--- src/rtl/sm83_irq_dispatch.sv ---
// Interrupt sequencer for the sm83 core: IME with delayed EI, HALT wake-up,
// late fixed-priority arbitration and the 5 M-cycle dispatch pseudo-instruction.
module sm83_irq_dispatch #(
  parameter int unsigned NUM_IRQS   = 8,
  parameter int unsigned ADR_WIDTH  = 16,
  parameter int unsigned VEC_BASE   = 'h40,
  parameter int unsigned VEC_STRIDE = 8
) (
  input  logic                 clk,
  input  logic                 reset,
  input  logic                 mcyc_end,
  input  logic                 instr_end,
  input  logic [NUM_IRQS-1:0]  irq,
  input  logic                 ei,
  input  logic                 di,
  input  logic                 reti,
  input  logic                 halt,
  output logic                 ime,
  output logic                 halted,
  output logic                 int_take,
  output logic                 dispatch,
  output logic [2:0]           disp_m,
  output logic [NUM_IRQS-1:0]  iack,
  output logic [ADR_WIDTH-1:0] vector
);

  localparam int unsigned IDX_W = (NUM_IRQS > 1) ? $clog2(NUM_IRQS) : 1;

  typedef enum logic [2:0] {
    IDLE = 3'd0,
    D0   = 3'd1,
    D1   = 3'd2,
    D2   = 3'd3,
    D3   = 3'd4,
    D4   = 3'd5
  } state_t;

  state_t               state, state_next;
  logic [2:0]           disp_m_next;
  logic                 take_start;
  logic                 arb_now;
  logic                 ei_pend;
  logic                 bnd;
  logic                 any_irq;
  logic                 arb_hit;
  logic [IDX_W-1:0]     arb_idx;
  logic [ADR_WIDTH-1:0] arb_vec;
  logic [NUM_IRQS-1:0]  arb_onehot;

  assign bnd      = mcyc_end & instr_end;
  assign any_irq  = |irq;
  // ei_pend blocks the take so the instruction after EI always runs first
  assign int_take = ime & any_irq & ~dispatch & ~ei_pend;

  // state register; dispatch and disp_m are registered copies of the next state
  always_ff @(posedge clk or posedge reset) begin
    if (reset) begin
      state    <= IDLE;
      dispatch <= 1'b0;
      disp_m   <= 3'd0;
    end else begin
      state    <= state_next;
      dispatch <= (state_next != IDLE);
      disp_m   <= disp_m_next;
    end
  end

  // next-state logic
  always_comb begin
    state_next  = state;
    take_start  = 1'b0;
    arb_now     = 1'b0;
    disp_m_next = 3'd0;
    case (state)
      IDLE: if (bnd && int_take) begin
        state_next = D0;
        take_start = 1'b1;
      end
      D0: if (mcyc_end) state_next = D1;
      D1: if (mcyc_end) state_next = D2;
      D2: if (mcyc_end) state_next = D3;
      D3: if (mcyc_end) begin
        state_next = D4;
        arb_now    = 1'b1;
      end
      D4: if (mcyc_end) state_next = IDLE;
      default: state_next = IDLE;
    endcase
    if (state_next != IDLE) disp_m_next = 3'(state_next) - 3'd1;
  end

  // IME and the one-boundary EI delay
  always_ff @(posedge clk or posedge reset) begin
    if (reset) begin
      ime     <= 1'b0;
      ei_pend <= 1'b0;
    end else if (di || take_start) begin
      ime     <= 1'b0;
      ei_pend <= 1'b0;
    end else begin
      if (reti) ime <= 1'b1;
      if (ei) begin
        ei_pend <= 1'b1;
      end else if (bnd && ei_pend) begin
        ime     <= 1'b1;
        ei_pend <= 1'b0;
      end
    end
  end

  // HALT is entered only with no request pending; any request wakes the core
  always_ff @(posedge clk or posedge reset) begin
    if (reset) begin
      halted <= 1'b0;
    end else if (halt && !any_irq) begin
      halted <= 1'b1;
    end else if (any_irq) begin
      halted <= 1'b0;
    end
  end

  // lowest set request bit wins
  always_comb begin
    arb_hit = 1'b0;
    arb_idx = '0;
    for (int i = NUM_IRQS - 1; i >= 0; i--) begin
      if (irq[i]) begin
        arb_hit = 1'b1;
        arb_idx = IDX_W'(i);
      end
    end
    arb_vec    = ADR_WIDTH'(VEC_BASE + 32'(arb_idx) * VEC_STRIDE);
    arb_onehot = NUM_IRQS'(1) << arb_idx;
  end

  // late arbitration at D4 entry; a cancelled request yields vector 0 and no ack
  always_ff @(posedge clk or posedge reset) begin
    if (reset) begin
      iack   <= '0;
      vector <= '0;
    end else begin
      iack <= '0;
      if (arb_now) begin
        if (arb_hit) begin
          iack   <= arb_onehot;
          vector <= arb_vec;
        end else begin
          vector <= '0;
        end
      end
    end
  end

endmodule

--- config.mk ---
export PLATFORM = sky130hd
export DESIGN_NAME = sm83_irq_dispatch
export DESIGN_NICKNAME = d
export VERILOG_FILES = /design/src/rtl/sm83_irq_dispatch.sv
export SDC_FILE = /design/constraint.sdc
export NUM_CORES = 1
export LEC_CHECK = 0
export ABC_AREA = 1
export CAP_MARGIN = 30
export CORE_UTILIZATION = 39
export CTS_BUF_LIST = sky130_fd_sc_hd__clkbuf_4 sky130_fd_sc_hd__clkbuf_8 sky130_fd_sc_hd__clkbuf_16
export DETAILED_ROUTE_END_ITERATION = 8
export PLACE_DENSITY_LB_ADDON = 0.08
export RECOVER_POWER = 50
export SETUP_SLACK_MARGIN = 0.1
export SYNTH_ARGS = -nofsm -noshare
export SYNTH_HDL_FRONTEND = slang
export SYNTH_SLANG_ARGS = --single-unit
--- constraint.sdc ---
create_clock -name clk -period 1.2 [get_ports clk]
set_input_delay 0.12 -clock clk [delete_from_list [all_inputs] [get_ports clk]]
set_output_delay 0.12 -clock clk [all_outputs]
set_load 0.02 [all_outputs]
Yosys cells after proc, flatten, opt, wreduce, memory -nomap -nowiden
Index checks and enable logic that the tools add are counted.

Logic and storage cells: 72. Output and inout port bits: 31. Register bits: 34.

Shift-type cells: 1. Bitwise operators: 6. Eq/ne operators: 5. Multiplexer cells: 40. $add $sub $neg: 2. Reductions and logical operators: 10.

Operators by type and width (number): $mux W3 (15); $mux W8 (3); $mux W1 (21); $pmux W3 S6 (1); $add A7 B6 Y8 const A (1); $reduce_or A8 Y1 (1); $shl A1 B3 Y8 const A (1); $eq A3 B2 Y1 const B (2); $eq A3 B3 Y1 const B (2); $reduce_bool A3 Y1 (2); $and A1 B1 Y1 (4); $eq A3 B1 Y1 const B (1); $logic_and A1 B1 Y1 (3); $logic_not A3 Y1 (1); $sub A3 B1 Y3 const B (1); $not A1 Y1 (2); $reduce_bool A2 Y1 (1); $logic_not A1 Y1 (1); $logic_or A1 B1 Y1 (1).

Longest topological paths before layout
Depth after elaboration: 11. Mapped depth: 10. Mapped depth without buffers: 10.

Worst setup path after synthesis
OpenSTA, ideal clock, no wires.

Kind: reg-to-reg. From: register ime. To: register disp_m[0]. Required time: 1.131 ns. Arrival: 1.320 ns. Slack: -0.188 ns. Path buffers: 0. Clock period less this slack: 1.388 ns. Stages on the path, launching flop included: 8. Cells stage by stage: dfrtp_1 > inv_1 > nor3_1 > nand3_4 > nand3b_4 > inv_2 > ha_1 > nor2_2.

Cells in the longest elaborated chain, start to end: 8. Elaborated cells on any way between the ends: 9.

RTL lines: start: declaration (line 18) `output logic ime,`; start signal: assignment (line 95) `ime <= 1'b0;`; start signal: assignment (line 98) `ime <= 1'b0;`; start signal: assignment (line 101) `if (reti) ime <= 1'b1;`; $and A1 B1 Y1 (*) (3 in series) (line 53) `assign int_take = ime & any_irq & ~dispatch & ~ei_pend;`; $logic_and A1 B1 Y1 (*) (line 75) `IDLE: if (bnd && int_take) begin`; $mux W3 (*) (line 75); $pmux W3 S6 (*) (line 74) `case (state)`; $sub A3 B1 Y3 or $reduce_bool A3 Y1 (tied branches) (line 89) `if (state_next != IDLE) disp_m_next = 3'(state_next) - 3'd1;`; $mux W3 (*) (line 89); net disp_m_next[0] (line 39) `logic [2:0] disp_m_next;`; end signal: assignment (line 64) `disp_m <= disp_m_next;`; end: declaration (line 22) `output logic [2:0] disp_m,`.

The timed path passes the listed nets; every way through them passes the cells marked *. A chain may end at the register's enable or synchronous reset.

Final worst setup path
From: register state[0]. To: register dispatch.

Cells in the longest elaborated chain, start to end: 3. Elaborated cells on any way between the ends: 14.

RTL lines: start: declaration (line 38) `state_t state, state_next;`; start signal: assignment (line 62) `state <= state_next;`; $eq A3 B3 Y1, or another cell as far along (line 74); $pmux W3 S6 (*) (line 74); $reduce_bool A3 Y1 (*) (line 63) `dispatch <= (state_next != IDLE);`; end signal: assignment (line 63); end: declaration (line 21) `output logic dispatch,`.

Every way passes the cells marked *; elsewhere a longest branch is shown, timed or not.

==> metrics.csv <==
metric,value,unit
status,finished with violations,
failed_checks,"DRC, setup timing",
dr.pass1.iters,9,
reg2reg_depth,8,
cts.sinks,22,
synth_fa_ha_area_frac,0.0209,
drc,7,
grt_usage,0.162,
finalWorstSetupSlack,-0.129,ns
antenna_found_initial,0,
die-area,3290,sq um
port_buffers,34,
peakVddDrop,1200,uV
synth.avg_cell_area,9.12,sq um
dp_hpwl,1960,microns
maxSlewViolCount,0,
power.density,1770,nW/um^2
fmax,753,MHz
total_leakage_power,0.964,nW
synthDistinctLibCells,26,
grt_max_degree,23,
rr_endpoint,dispatch,
finClkSkew,0.00645,ns
core_area,2830,sq um
path_clk_slew,0.13,ns
power,0.00328,W
vias_per_cell,4.48,
die_x,57.4,microns
vias,1036,
cp-end-kind,flop,
hold_class,input port to flop,
routed_wl,2500,microns
synth_top_family_by_area,simple AND/OR/NAND/NOR gates,
io-pin-count,47,
holdBufCountCts,0,
required,1.42,ns
ys.flop_type,dfrtp_1,
crit_path_start,state[0],
first_global_vias,979,
worstPathArrival,1.55,ns
synth_compound_area_frac,0.0440,
setup_viol_count_final,16,
clk_path_buf_depth,2,
area_delta_synth_final,55.0,%
netlist_instances,131,
critPathTopFamily,flip-flops,
rsz0062_at_grt,true,
postRouteAntennaNets,0,
synthMuxAreaShare,0,
yosysWarnings,0,
post-route-period-util,1.11,
drtIter0Drc,27,
worstSkewPairLatency,0.30,ns
cts-buffers-inserted,3,
hold_violations,0,
min_from,irq[0],
synth_edf_count,0,
place.gp.congestion,0.827,
hold_depth,4,
slowest_stage,dfrtp_2,
crit_chain,buf_6 -> a21oi_2 -> nor2_2 -> nor2_4 -> nand3b_4 -> inv_2 -> ha_4 -> inv_1,
relSlewSlack,0.648,
synth-async-reset-ratio,1.00,
grt_first_pass_wirelength,4140,microns
die_h,57.4,microns
path_class,flop to flop,
cp.buffers_inverters,3,
synth_xor_area_frac,0,
cp_max_fo,5,
final_nets,219,
clock_tree.root_cell,clkbuf_4,
synth_seq_cells,22,
holdPathEnd,iack[0],
cap_violations,0,
regToRegSetupSlack,-0.13,ns
worst_pin_slew,0.528,ns
post_drt_wl_per_cell,10.8,microns
core.rowCount,19,
cts_tree,done,
slowest_delay,0.48,ns
initial_core_util,0.422,
tns,-0.889,ns
cts_max_level,1,
cp-start-kind,flop,
place_ws,-0.659,ns
timing.rr.start,state[0],
synth_area,1190,sq um
ys_seq_area_frac,0.461,
synth_simple_gate_area_share,0.333,
diodes,0,
fin_crit,1.33,ns
layout-drive-gt1-share,0.515,
fillers,251,
grt_overflow,0,
## report_power, final
group          internal [W]  switching, W  leakage (nW)  total [W]
clock network      0.000337      0.000233        0.0279   0.000571
registers          0.000920      0.000128         0.286    0.00105
logic              0.000766      0.000898         0.650    0.00166
total               0.00202       0.00126         0.964    0.00328
## cells in the final DEF (no fill, tap or decap), types with 2 or more instances in the layout
cell type        count
o21ai_2              3
dfrtp_1             20
nor3_1               2
conb_1              12
inv_2               11
clkbuf_4             3
a21oi_1              2
nand2_2              8
o21ai_1              2
nor2_1               9
buf_2                6
inv_1                9
nor2_4               6
nor3_2               2
buf_4               26
nand3_4              3
dfrtp_2              2
nand2_1             15
nor3_4               2
dlygate4sd2_1        8
nand3_1              6
nand2_4              2
buf_6                8
clkdlybuf4s50_1      6
clkbuf_2            10
nor2_2               4
## flip-flops by register name, indices dropped and copies added, names as in the netlist
name / count
iack: 8
state: 3
ei_pend: 1
halted: 1
dispatch: 1
vector: 4
disp_m: 3
ime: 1
## cells in the mapped netlist, types with 3 or more instances
library cell | count | share of area
dfrtp_1 | 22 | 0.46
nand2_1 | 16 | 0.050
nor2_1 | 14 | 0.044
inv_1 | 13 | 0.041
buf_4 | 12 | 0.075
nand2_2 | 8 | 0.042
inv_2 | 7 | 0.022
nand3_1 | 7 | 0.029
nor2_2 | 4 | 0.021
a21oi_1 | 3 | 0.013
nor3_1 | 3 | 0.013
o21ai_1 | 3 | 0.013
## repair_timing
| action | in CTS | in global routing |
|---|---|---|
| setup buffers | 2 | 3 |
| gates resized for setup | 85 | 24 |
| endpoints found under the setup margin | 38 | 37 |
| pin swaps | 12 | 6 |
| hold endpoints to repair | 0 | 0 |
## metal layers
metal | GRT usage | part of all wire | vias up | routed length, microns
li1 | - | - | 522 | -
met1 | 0.183 | 0.38 | 484 | 945
met2 | 0.314 | 0.57 | 28 | 1420
met3 | 0.0249 | 0.050 | 2 | 124
met4 | 0.0418 | 0.0048 | 0 | 12
met5 | 0 | 0 | - | 0
## final cells by class
| type | count | area, sq um | area share |
|---|---|---|---|
| inverter | 20 | 75.1 | 0.0405 |
| sequential | 22 | 553 | 0.299 |
| timing repair buffer | 66 | 517 | 0.279 |
| clock buffer | 3 | 22.5 | 0.0122 |
| tap | 31 | 38.8 | 0.0209 |
| multi-input combinational | 88 | 616 | 0.332 |
| clock inverter | 1 | 30.0 | 0.0162 |
## metrics by stage
stage / area (sq um) / instances / util / hold slack (ns)
2_1_floorplan: 1260 / 142 / - / 0.109
3_3_place_gp: 1750 / 222 / 0.619 / 0.469
3_5_place_dp: 1750 / 222 / 0.619 / 0.476
4_1_cts: 1870 / 228 / 0.662 / 0.135
5_1_grt: 1850 / 231 / 0.655 / 0.281
6_report: 1850 / 231 / 0.655 / 0.281
## cell families after synthesis
group	Yosys count
other cells	1
fa+ha+maj	2
buf+inv	32
simple gates	65
compound gates	9
flops	22
## worst max path at each step
stage                 to  slack [ns]  depth (start not counted)
3_3_place_gp    int_take       -0.66                          8
5_1_grt        disp_m[0]       -0.20                          8
6_report        dispatch       -0.13                          8
2_1_floorplan  disp_m[0]       -0.08                          8
3_5_place_dp    int_take       -0.66                          8
4_1_cts        disp_m[0]       -0.13                          8
## worst register-to-register path: stages, from the launching register on
cell and delay (ns):
dfrtp_2 0.48, buf_6 0.13, a21oi_2 0.11, nor2_2 0.06
nor2_4 0.13, nand3b_4 0.09, inv_2 0.07, ha_4 0.14
inv_1 0.04
(Power assumes the default switching activity.)
